**src/rtl/microc_ctrl.sv**
```systemverilog
// Control unit for the microc datapath: combinational opcode decode gated by an
// IDLE/RUN/HALT sequencer, plus saturating retired-instruction and taken-jump counters.
module microc_ctrl #(
  parameter int CW = 16
) (
  input  logic          test_clk,
  input  logic          test_reset,
  input  logic [5:0]    opcode,
  input  logic          z,
  input  logic          start,
  output logic          s_inc,
  output logic          s_inm,
  output logic          we3,
  output logic          wez,
  output logic [2:0]    op,
  output logic          pc_hold,
  output logic          halted,
  output logic          illegal,
  output logic [CW-1:0] instr_count,
  output logic [CW-1:0] taken_count
);

  typedef enum logic [1:0] {IDLE = 2'd0, RUN = 2'd1, HALT = 2'd2} state_t;

  typedef struct packed {
    logic       s_inc;
    logic       s_inm;
    logic       we3;
    logic       wez;
    logic [2:0] op;
    logic       legal;
    logic       is_halt;
    logic       taken;
  } dec_t;

  state_t     state, state_nxt;
  dec_t       dec;
  logic [1:0] rst_sync;
  logic       rst_n;
  logic       retire, take, set_ill;

  // Assert asynchronously, release two edges after test_reset rises.
  always_ff @(posedge test_clk or negedge test_reset) begin
    if (!test_reset) rst_sync <= 2'b00;
    else             rst_sync <= {rst_sync[0], 1'b1};
  end
  assign rst_n = rst_sync[1];

  always_comb begin
    dec         = '0;
    dec.s_inc   = 1'b1;
    dec.legal   = 1'b1;
    if (opcode[5:3] == 3'b000) begin
      dec.op  = opcode[2:0];
      dec.we3 = 1'b1;
      dec.wez = 1'b1;
    end else begin
      case (opcode)
        6'b001000: begin dec.s_inm = 1'b1; dec.we3 = 1'b1; end
        6'b010000: begin dec.s_inc = 1'b0; dec.taken = 1'b1; end
        6'b010001: begin dec.s_inc = ~z;   dec.taken = z;    end
        6'b010010: begin dec.s_inc = z;    dec.taken = ~z;   end
        6'b011111: ;
        6'b111111: dec.is_halt = 1'b1;
        default:   dec.legal   = 1'b0;
      endcase
    end
  end

  // Halt/illegal cycles keep the PC and suppress writes; only legal work retires.
  always_comb begin
    state_nxt = state;
    s_inc     = 1'b1;
    s_inm     = 1'b0;
    we3       = 1'b0;
    wez       = 1'b0;
    op        = 3'b000;
    pc_hold   = 1'b1;
    retire    = 1'b0;
    take      = 1'b0;
    set_ill   = 1'b0;
    case (state)
      IDLE: if (start) state_nxt = RUN;
      RUN: begin
        if (dec.is_halt || !dec.legal) begin
          state_nxt = HALT;
          set_ill   = ~dec.legal;
        end else begin
          pc_hold = 1'b0;
          s_inc   = dec.s_inc;
          s_inm   = dec.s_inm;
          we3     = dec.we3;
          wez     = dec.wez;
          op      = dec.op;
          retire  = 1'b1;
          take    = dec.taken;
        end
      end
      HALT: ;
      default: state_nxt = IDLE;
    endcase
  end

  assign halted = (state == HALT);

  always_ff @(posedge test_clk or negedge rst_n) begin
    if (!rst_n) begin
      state       <= IDLE;
      illegal     <= 1'b0;
      instr_count <= '0;
      taken_count <= '0;
    end else begin
      state   <= state_nxt;
      illegal <= illegal | set_ill;
      if (retire && (instr_count != '1)) instr_count <= instr_count + CW'(1);
      if (take && (taken_count != '1))   taken_count <= taken_count + CW'(1);
    end
  end

endmodule

```
**config.mk**
```make
export PLATFORM = sky130hd
export DESIGN_NAME = microc_ctrl
export DESIGN_NICKNAME = d
export VERILOG_FILES = /design/src/rtl/microc_ctrl.sv
export SDC_FILE = /design/constraint.sdc
export NUM_CORES = 1
export LEC_CHECK = 0
export BUFFER_PORTS_ARGS = -buffer_cell sky130_fd_sc_hd__buf_2
export CAP_MARGIN = 30
export CORE_MARGIN = 3
export CORE_UTILIZATION = 33
export DETAILED_ROUTE_END_ITERATION = 12
export PLACE_DENSITY = 0.59
export RECOVER_POWER = 100
export SETUP_SLACK_MARGIN = 0.5
export SLEW_MARGIN = 0
export SYNTH_ARGS = -nofsm -noshare
export SYNTH_HDL_FRONTEND = slang
export SYNTH_SLANG_ARGS = --single-unit
```
**constraint.sdc**
```tcl
create_clock -name test_clk -period 1.3 [get_ports test_clk]
set_input_delay 0.13 -clock test_clk [delete_from_list [all_inputs] [get_ports test_clk]]
set_output_delay 0.13 -clock test_clk [all_outputs]
set_load 0.03 [all_outputs]
```
==> out/qor.yml <==
hold_path:
  hold_class: "primary input to flop"
layout:
  synthToLayoutAreaGrowth_pct: 83.6
  multi_input_area_sq_um: 1220
  design_area_sq_um: 3520
  post-route-util_pct: 63.1
  instances_no_fill: 386
  nets: 325
  num_antenna_cells: 0
  drive_gt1_share_pct: 65.3
  seq_area_sq_um: 956
  fillCellCount: 479
placed_design:
  port-buffer-count: 51
  placed_area_sq_um: 2870
  pre_cts_slack_ns: -0.407
  globalplace.congestion: 0.783
  dp_hpwl_um: 3500
  dp_cells: 353
yosys:
  synth_top_area_cell: "dfrtp_1"
  ys_seq_area_share_pct: 48.3
  synth_area_sq_um: 1920
  ys_ff_latch: 37
  synthFlopType: "dfrtp_1"
  synth.top_cell.area_share_pct: 48.3
  synth_edf_count: 0
  synth_fp_nets: 181
  yosysWarnings: 0
  synth.area.top_cells: "dfrtp_1 48%, xor2_1 7.3%, xnor2_1 5.9%"
  syn_area_per_cell_sq_um: 11.3
  yosys.cell_types.count: 38
  syn_inst: 169
  async_flop_share_pct: 100
die:
  row_count: 27
  start_util_pct: 34.4
  die_x_um: 82.2
  die_y_um: 82.2
  ios: 52
  core_area_sq_um: 5570
  dieArea_sq_um: 6760
sta:
  setup_ws_ns: -0.422
  skew_ns: 0.00731
  relSlewSlack_pct: 48.3
  rsz0062_at_grt: "yes"
  whs_ns: 0.0550
  final-hold-violation-count: 0
  fin_crit_sh_pct: 132
  post-route-min-period_ns: 1.72
  max_freq_mhz: 581
  finalSetupViolations: 42
  tightest_slew_ns: 0.776
  slew_viol_final: 0
pwr:
  power_density_nw_per_um2: 954
  ir_worst_vdd_v: 0.00101
  leakagePower_uw: 0.00162
clock_network:
  cts_buffers: 5
  htree_levels: 2
  cts_tree: "done"
  clockBufferDepth: 2
  root_buffer: "clkbuf_8"
  path_clk_slew_ns: 0.08
  cts.sinks: 37
  clock_latency_ns: 0.29
critical_path:
  r2r_setup_slack_ns: -0.42
  crit_type: "flop to flop"
  crit_path_end_kind: "flop"
  worst_setup_path_start_kind: "flop"
  worstPathRequired_ns: 1.48
  cp_max_fo: 4
  worstPathArrival_ns: 1.90
global_route:
  track_usage_pct: 16.3
  use_met1_pct: 19.4
  antenna_found_initial: 0
  grt_pass1_wl_um: 8390
  grt.overflow.total: 0
  grtUsageMet3_pct: 3.36
  grt_max_degree: 32
  grtUsageMet2_pct: 28.8
  grt_pass1_vias: 1823
  grt.busiest_layer: "met2"
status:
  violations: "negative setup slack"
  status: "complete, but fails checks"
route:
  initialDrtViolationCount: 31
  dr.pass1.iters: 3
  via_count: 1794
  wl_per_cell_um: 13.6
  viasPerCell: 4.65
  ant_nets: 0
  drc: 0
  drt_wl_total_um: 5240
run:
  cap_violations: 0
report_power, final:
group          switching (uW)  internal, uW  total, uW  leakage (uW)
logic                     560           625       1190       0.00112
clock network             410           433        843     0.0000455
registers                79.6          1250       1330      0.000457
final cells by class:
cell class / count / share of cell area [%]
Timing Repair Buffer: 140 / 32.8
Multi-Input combinational cell: 127 / 34.7
Inverter: 2 / 0.213
Sequential cell: 37 / 27.2
Tap cell: 72 / 2.56
Clock buffer: 8 / 2.56
placed cells by master (no fill, tap or decap), drive strengths merged:
cell type / count
nor3b: 4
o21a: 1
a41oi: 1
clkbuf: 41
dlygate4sd3: 1
mux2: 3
and3: 2
nor3: 9
conb: 1
inv: 2
mux2i: 1
o21ai: 1
nor4b: 2
nand2b: 2
ha: 2
o31a: 1
nor2: 10
or4: 1
a21o: 1
and4: 2
nand3: 13
dfrtp: 37
nand2: 16
nand4: 11
buf: 106
xnor2: 13
and2: 4
nor2b: 3
a2111oi: 1
nor4: 5
o2bb2ai: 1
xor2: 16
critical path: stages (launching register included):
cell and delay (ns):
dfrtp_2 0.40, ha_4 0.14, nand4_1 0.09, or4_4 0.45, nor2_4 0.16, nor2_2 0.07, mux2_4 0.29
metal layers:
layer	wire, um	vias up
met5	0	-
met4	70	0
met3	176	8
met2	2750	33
met1	2250	867
li1	-	886
cells in the mapped netlist (2+ instances only):
| cell | instances |
|---|---|
| ha_1 | 2 |
| xnor2_1 | 13 |
| and2_1 | 4 |
| nand4_1 | 9 |
| nand2_1 | 16 |
| inv_1 | 2 |
| nor3b_2 | 2 |
| nand3_1 | 13 |
| nor2_1 | 9 |
| nand2b_1 | 2 |
| buf_6 | 2 |
| mux2_4 | 2 |
| nor3_1 | 9 |
| nor4b_2 | 2 |
| nor2b_1 | 3 |
| nor3b_1 | 2 |
| xor2_1 | 16 |
| dfrtp_1 | 37 |
| and4_1 | 2 |
| nor4_1 | 4 |
final timing paths:
kind                                            start                    endpoint  cells past startpoint
setup / recovery           instr_count[0]$_DFFE_PN0P_  instr_count[1]$_DFFE_PN0P_                      6
hold / removal                                  start        state[0]$_DFFE_PN0P_                      3
setup reg to reg           instr_count[0]$_DFFE_PN0P_  instr_count[1]$_DFFE_PN0P_                      6
hold reg to reg                 rst_sync[1]$_DFF_PN0_        state[0]$_DFFE_PN0P_                      0
max in group asynchronous       rst_sync[1]$_DFF_PN0_  taken_count[4]$_DFFE_PN0P_                      1
min in group asynchronous       rst_sync[1]$_DFF_PN0_        state[0]$_DFFE_PN0P_                      0
through the flow:
step           total power [uW]  setup TNS, ns
6_report                   3360         -14.46
5_1_grt                    3540         -17.61
4_1_cts                    3400         -13.27
3_5_place_dp               2250         -11.49
3_3_place_gp               2230         -10.68
2_1_floorplan              1860         -13.35
logic make-up (layout without fill, tap and decap cells):
| group | Yosys count | in the layout | share of synthesized area (%) |
|---|---|---|---|
| compound gates | 7 | 7 | 5.35 |
| xor+xnor | 29 | 29 | 13.3 |
| fa+ha+maj | 2 | 2 | 1.31 |
| buf+inv | 5 | 150 | 1.76 |
| flops | 37 | 37 | 48.3 |
| mux | 4 | 4 | 2.68 |
| other cells | 1 | 1 | 0.196 |
| simple gates | 84 | 84 | 27.2 |
registers in the layout (all words and copies together), names as in the netlist:
name,cells
illegal,1
rst_sync,2
instr_count,16
taken_count,16
state,2
repair_timing:
item	in CTS	in global routing
gates resized for setup	131	33
hold buffers	1	0
pin swaps	16	18
hold endpoints to repair	2	0
endpoints found under the setup margin	77	77
setup buffers	11	13
(Power assumes the default switching activity.)
